`src/rtl/button_event_decoder_pkg.sv`:
```
// Shared state encoding and event-bit indices for the button event decoder and
// the key-handling FSMs that consume its events.
package button_event_decoder_pkg;

    typedef enum logic [1:0] {
        ST_WAIT_LOW = 2'd0,
        ST_IDLE     = 2'd1,
        ST_PRESSED  = 2'd2,
        ST_LONG     = 2'd3
    } button_state_t;

    localparam int EV_PRESS      = 0;
    localparam int EV_RELEASE    = 1;
    localparam int EV_LONG_PRESS = 2;
    localparam int EV_REPEAT     = 3;
    localparam int EV_COUNT      = 4;

    // True when 'value' is representable as an unsigned number of 'width' bits.
    function automatic bit fits_width(input int value, input int width);
        return (width >= 31) || (value < (1 << width));
    endfunction

endpackage

```
`src/rtl/button_hold_counter.sv`:
```
// Clearable, enabled up-counter that flags (and wraps on) its terminal value
// TERMINAL-1; used for hold-time and auto-repeat counting.
module button_hold_counter
    import button_event_decoder_pkg::*;
#(
    parameter int CNT_WIDTH = 16,
    parameter int TERMINAL  = 1000
) (
    input  logic clk,
    input  logic rst,
    input  logic clear,
    input  logic enable,
    output logic terminal
);

    localparam logic [CNT_WIDTH-1:0] LAST = CNT_WIDTH'(TERMINAL - 1);

    logic [CNT_WIDTH-1:0] count;

    if (TERMINAL < 2 || !fits_width(TERMINAL - 1, CNT_WIDTH)) begin : g_bad_terminal
        $error("button_hold_counter: TERMINAL-1 must be >= 1 and fit in CNT_WIDTH bits");
    end

    assign terminal = (count == LAST);

    // NOTE: sequential state is updated with non-blocking assignments only, so every
    // flop samples pre-edge values regardless of block evaluation order.
    always_ff @(posedge clk or posedge rst) begin
        if (rst) begin
            count <= '0;
        end else if (clear) begin
            count <= '0;
        end else if (enable) begin
            count <= terminal ? '0 : count + CNT_WIDTH'(1);
        end
    end

endmodule

```
`src/rtl/button_event_decoder.sv`:
```
// Turns a debounced switch level into Press/Release/LongPress/Repeat pulses and a
// Held level. Define BUTTON_AUTOREPEAT_EN to build the LONG-state auto-repeat.
module button_event_decoder
    import button_event_decoder_pkg::*;
#(
    parameter int CNT_WIDTH         = 16,
    parameter int LONG_PRESS_CYCLES = 1000,
    parameter int REPEAT_CYCLES     = 200
) (
    input  logic CLK,
    input  logic RST,
    input  logic CleanSWIn,
    output logic PressPulse,
    output logic ReleasePulse,
    output logic LongPress,
    output logic RepeatPulse,
    output logic Held
);

    if (LONG_PRESS_CYCLES < 2 || REPEAT_CYCLES < 2) begin : g_bad_params
        $error("button_event_decoder: LONG_PRESS_CYCLES and REPEAT_CYCLES must be >= 2");
    end
    if (!fits_width(LONG_PRESS_CYCLES - 1, CNT_WIDTH) ||
        !fits_width(REPEAT_CYCLES - 1, CNT_WIDTH)) begin : g_bad_width
        $error("button_event_decoder: CNT_WIDTH too narrow for max(LONG_PRESS_CYCLES, REPEAT_CYCLES)-1");
    end

    button_state_t         state;
    logic [EV_COUNT-1:0]   events;
    logic                  hold_done;
    logic                  repeat_done;

    button_hold_counter #(
        .CNT_WIDTH (CNT_WIDTH),
        .TERMINAL  (LONG_PRESS_CYCLES)
    ) u_hold_counter (
        .clk      (CLK),
        .rst      (RST),
        .clear    (state != ST_PRESSED),
        .enable   (state == ST_PRESSED),
        .terminal (hold_done)
    );

`ifdef BUTTON_AUTOREPEAT_EN
    button_hold_counter #(
        .CNT_WIDTH (CNT_WIDTH),
        .TERMINAL  (REPEAT_CYCLES)
    ) u_repeat_counter (
        .clk      (CLK),
        .rst      (RST),
        .clear    (state != ST_LONG),
        .enable   (state == ST_LONG),
        .terminal (repeat_done)
    );
`else
    assign repeat_done = 1'b0;
`endif

    always_ff @(posedge CLK or posedge RST) begin
        if (RST) begin
            state  <= ST_WAIT_LOW;
            events <= '0;
            Held   <= 1'b0;
        end else begin
            events <= '0;
            case (state)
                ST_WAIT_LOW: begin
                    if (!CleanSWIn) state <= ST_IDLE;
                end
                ST_IDLE: begin
                    if (CleanSWIn) begin
                        state            <= ST_PRESSED;
                        events[EV_PRESS] <= 1'b1;
                        Held             <= 1'b1;
                    end
                end
                ST_PRESSED: begin
                    // Release takes priority over a threshold hit in the same cycle.
                    if (!CleanSWIn) begin
                        state              <= ST_IDLE;
                        events[EV_RELEASE] <= 1'b1;
                        Held               <= 1'b0;
                    end else if (hold_done) begin
                        state                 <= ST_LONG;
                        events[EV_LONG_PRESS] <= 1'b1;
                    end
                end
                ST_LONG: begin
                    if (!CleanSWIn) begin
                        state              <= ST_IDLE;
                        events[EV_RELEASE] <= 1'b1;
                        Held               <= 1'b0;
                    end else if (repeat_done) begin
                        events[EV_REPEAT] <= 1'b1;
                    end
                end
                default: state <= ST_WAIT_LOW;
            endcase
        end
    end

    assign PressPulse   = events[EV_PRESS];
    assign ReleasePulse = events[EV_RELEASE];
    assign LongPress    = events[EV_LONG_PRESS];
    assign RepeatPulse  = events[EV_REPEAT];

endmodule

```
`config.mk`:
```
export PLATFORM = sky130hd
export DESIGN_NAME = button_event_decoder
export DESIGN_NICKNAME = d
export VERILOG_FILES = /design/src/rtl/button_event_decoder_pkg.sv /design/src/rtl/button_hold_counter.sv /design/src/rtl/button_event_decoder.sv
export SDC_FILE = /design/constraint.sdc
export NUM_CORES = 1
export LEC_CHECK = 0
export BUFFER_PORTS_ARGS = -buffer_cell sky130_fd_sc_hd__buf_4
export CORE_MARGIN = 4
export CORE_UTILIZATION = 47
export CTS_CLUSTER_DIAMETER = 80
export CTS_CLUSTER_SIZE = 40
export DETAILED_ROUTE_END_ITERATION = 12
export PLACE_DENSITY = 0.74
export SYNTH_ARGS = -nofsm -noshare
export SYNTH_HDL_FRONTEND = slang
export SYNTH_SLANG_ARGS = --single-unit
```
`constraint.sdc`:
```
create_clock -name CLK -period 2.9 [get_ports CLK]
set_input_delay 0.29 -clock CLK [delete_from_list [all_inputs] [get_ports CLK]]
set_output_delay 0.29 -clock CLK [all_outputs]
set_load 0.05 [all_outputs]
```
==> results.txt <==
At the end of routability-driven placement, the weighted congestion stood at 0.804. The number of buffers and inverters on the critical path is 1. The startpoint identified for the worst register-to-register timing path is u_hold_counter.count[0]$_DFF_PP0_. The all-layer global routing usage is 13.6%.

After detailed routing, the number of vias per cell comes to 5.63. The violation count after the first detailed-route iteration came out at 23. The number of warnings issued by yosys is 0. The fraction of final layout cells with drive strength greater than 1 came out at 12.6%. The share of the yosys chip area belonging to registers is 48.0%. Counting along the longest clock path gives a buffer depth of 2. After synthesis, the most frequently instantiated cells are sky130_fd_sc_hd__dfrtp_1 (22), sky130_fd_sc_hd__nor2_1 (15), sky130_fd_sc_hd__inv_1 (7), sky130_fd_sc_hd__nand3_1 (6), sky130_fd_sc_hd__xnor2_1 (6). The post-route fraction of the period consumed by the critical path came out at a little over two thirds. The leakage dissipation came out at 0.518 nW.

The max-capacitance violation count is 0. The final count of negative-setup-slack endpoints came out at 0. The flow ran to the end, and the final reports show no timing, DRC or antenna violations.

In the post-synthesis netlist, the biggest area contributors are sky130_fd_sc_hd__dfrtp_1 (48%), sky130_fd_sc_hd__ha_1 (5.5%), sky130_fd_sc_hd__nor2_1 (4.9%). The worst-case clock skew came out at ~0.0043 ns. The worst setup path is captured at a flip-flop. The number of nets produced by synthesis is 121.

Setup repair after global routing left no endpoint under its margin. The number of buffers inserted to repair setup after CTS came out at 0. The largest driver fanout on the critical path came out at 11. Compared with the post-synthesis result, the final layout area differs by 7.20%.

In the synthesized netlist the dominant register cell turns out to be sky130_fd_sc_hd__dfrtp_1. Clock-pin slew was measured on the worst setup and hold paths at around 0.11 ns. The fraction of registers with async set or reset after synthesis came out at 100%.

The synthesized instance count came out at around 110. For this design the ratio of total power to cell area is 616 nW/um^2. The height of the die came out at 57.4 um.

The standard cell core area is 2280 sq um. The average instance in the mapped netlist occupies 10.2 sq um. The initial cell density of the core is 50.4%. The count of pins over their slew limit came out at 0.

The number of DRC violations after detailed routing came out at 0. For this run, the post-layout net count is 129. The row count came out at 17.

The critical path arrival came out at 2.23 ns. After synthesis, the netlist uses 35 different library cells. The number of antenna violations at the first check in global routing is 0.

The area taken by multi-input logic gates is 543 sq um. In this run the number of H-tree levels came out at 1. In this run the remaining antenna-violating nets after routing total 0. Input and output buffers added on the ports amount to 6. The measured slew at the worst slew-check pin came out at 0.801 ns.

The number of synthesized flops with an enable pin came out at 0. The category of the most critical setup path is reg -> reg. The via count is slightly above 800. Gates resized during post-CTS repair numbered 0.

Total power for the finished layout comes to 757 uW. The final period demand of the worst path is slightly above 2 ns. The number of top-level pins is 8. The achievable clock frequency is 492 MHz.

In the final routed layout, each cell accounts on average for 14.0 um. The number of optimization iterations in the first detailed-route pass came out at 4. The maximum vdd drop is 0.496 mV. The most common cell in the netlist is sky130_fd_sc_hd__dfrtp_1. The critical path's largest stage delay is roughly 0.71 ns. In this run the tightest slew margin relative to its limit is 46.5%.

The share of the synthesized area in the top cell type is 48.0%. Broken down by cell family, the worst path's largest delay share belongs to compound AO/OA/AOI/OAI gates. The worst-skew pair later-pin latency came out at 0.30 ns.

The clock root buffer is sky130_fd_sc_hd__clkbuf_4. The worst setup path is launched from a flip-flop. The largest total area in the synthesized netlist belongs to sky130_fd_sc_hd__dfrtp_1. The detailed-route wire length is roughly 2100 um. 0 antenna diodes ended up in the layout.

The number of buffers added by the clock tree synthesis step is 3. The estimated wirelength of the detail-placed design came out at 1460 um. The worst endpoint required time came out at 3.10 ns.

Summing all flip-flop and latch instances after layout gives 551 sq um. For the final routed database, the setup TNS stands at 0 ns. The synthesized area is 1150 sq um. In this run the worst setup path begins at u_hold_counter.count[0]$_DFF_PP0_.

The area of the die is 3300 sq um. The via count of the first global-routing pass came out at 743. For this run the aggregate overflow at the end of global routing stands at 0. The count of filler cells inserted in the layout came out at between 200 and 250. On the critical path, the stage with the largest delay is an instance of sky130_fd_sc_hd__o41ai_4. Entering global routing, the biggest net connects 23 pins.

The number of synthesized register bits came out at 22. The min-delay analysis places its worst path in the category in -> async. The number of hold violations in the final report is 0. The hold buffer count at cts is 0.

The die width came out at 57.4 um. The first global-routing pass estimated 3420 um of wire. The clock tree from TritonCTS is built.

The signal on the critical path passes through ha_1 > nand4_2 > o41ai_4 > buf_4 > nor2_1. The tree built by TritonCTS fans out to 22 sinks.
==> final cells by class <==
type / instances / share of cell area (%)
inverters: 7 / 2.14
multi-input cells: 80 / 44.2
flip-flops and latches: 22 / 44.8
clock buffers: 3 / 1.83
well taps: 28 / 2.85
repair buffers: 7 / 4.27
==> path summary, 6_finish.rpt <==
| kind | endpoint | slack [ns] | cells past startpoint |
|---|---|---|---|
| max in group asynchronous | u_hold_counter.count[13]$_DFF_PP0_ | 2.28 | 2 |
| max reg2reg | u_hold_counter.count[12]$_DFF_PP0_ | 0.87 | 5 |
| min | u_hold_counter.count[8]$_DFF_PP0_ | 0.13 | 2 |
| max | u_hold_counter.count[12]$_DFF_PP0_ | 0.87 | 5 |
| min reg2reg | u_hold_counter.count[0]$_DFF_PP0_ | 0.50 | 1 |
| min in group CLK | events[1]$_DFF_PP0_ | 0.20 | 2 |
==> per-layer routing <==
| layer | share of wire (%) | global-route usage [%] | vias to the layer above |
|---|---|---|---|
| li1 | - | - | 409 |
| met1 | 49 | 19.0 | 402 |
| met2 | 44 | 19.4 | 13 |
| met3 | 4.0 | 2.94 | 4 |
| met4 | 2.7 | 7.95 | 0 |
| met5 | 0 | 0 | - |
==> per-stage QoR <==
step	util (%)	hold WS (ns)	instances	setup slack, ns	instance area [sq um]
floorplan	-	0.279	113	1.13	1150
global placement	53.1	0.457	144	0.939	1210
detailed placement	53.1	0.477	144	0.871	1210
CTS	54.0	0.153	147	0.837	1230
global route	54.0	0.196	147	0.660	1230
finish	54.0	0.128	147	0.868	1230
==> logic make-up after synthesis <==
kind of cell	synth area share, %
fa+ha+maj	5.45
buf+inv	4.69
simple gates	22.5
xor+xnor	8.40
other cells	0.327
flops	48.0
compound gates	10.7
==> power by group <==
group | leakage, nW | total (mW) | internal [mW] | switching (mW)
logic | 0.209 | 0.258 | 0.0935 | 0.164
clock network | 0.0138 | 0.136 | 0.0485 | 0.0873
registers | 0.295 | 0.363 | 0.338 | 0.0250
==> state kept, by name (all words and copies together) (netlist names) <==
name and flops:
u_hold_counter.count 16, events 3, state 2, Held 1
==> placed cells by master, fill, tap and decap left out <==
master / netlist / layout
sky130_fd_sc_hd__conb_1: 1 / 1
sky130_fd_sc_hd__inv_1: 7 / 7
sky130_fd_sc_hd__a211oi_1: 1 / 1
sky130_fd_sc_hd__nor2_1: 15 / 15
sky130_fd_sc_hd__nor3_1: 3 / 3
sky130_fd_sc_hd__nor4_1: 3 / 3
sky130_fd_sc_hd__and3_1: 2 / 2
sky130_fd_sc_hd__nand4_2: 1 / 1
sky130_fd_sc_hd__xor2_1: 5 / 5
sky130_fd_sc_hd__nand2_1: 4 / 4
sky130_fd_sc_hd__and4_1: 1 / 1
sky130_fd_sc_hd__buf_4: 1 / 7
sky130_fd_sc_hd__and2_1: 1 / 1
sky130_fd_sc_hd__or3_1: 3 / 3
sky130_fd_sc_hd__nand4b_1: 1 / 1
sky130_fd_sc_hd__or3_4: 1 / 1
sky130_fd_sc_hd__or4_1: 1 / 1
sky130_fd_sc_hd__nand4_1: 4 / 4
sky130_fd_sc_hd__xnor2_1: 6 / 6
sky130_fd_sc_hd__dfrtp_1: 22 / 22
sky130_fd_sc_hd__a21oi_2: 1 / 1
sky130_fd_sc_hd__o21ai_1: 1 / 1
sky130_fd_sc_hd__o41ai_4: 1 / 1
sky130_fd_sc_hd__o21ai_0: 3 / 3
sky130_fd_sc_hd__o31ai_1: 1 / 1
sky130_fd_sc_hd__o22a_1: 1 / 1
sky130_fd_sc_hd__nand3_1: 6 / 6
sky130_fd_sc_hd__clkbuf_4: 0 / 3
sky130_fd_sc_hd__a21oi_1: 5 / 5
sky130_fd_sc_hd__or4_4: 1 / 1
sky130_fd_sc_hd__a31o_1: 1 / 1
sky130_fd_sc_hd__ha_1: 5 / 5
sky130_fd_sc_hd__o31a_1: 1 / 1
No activity file was read; power rests on OpenSTA's default activity.
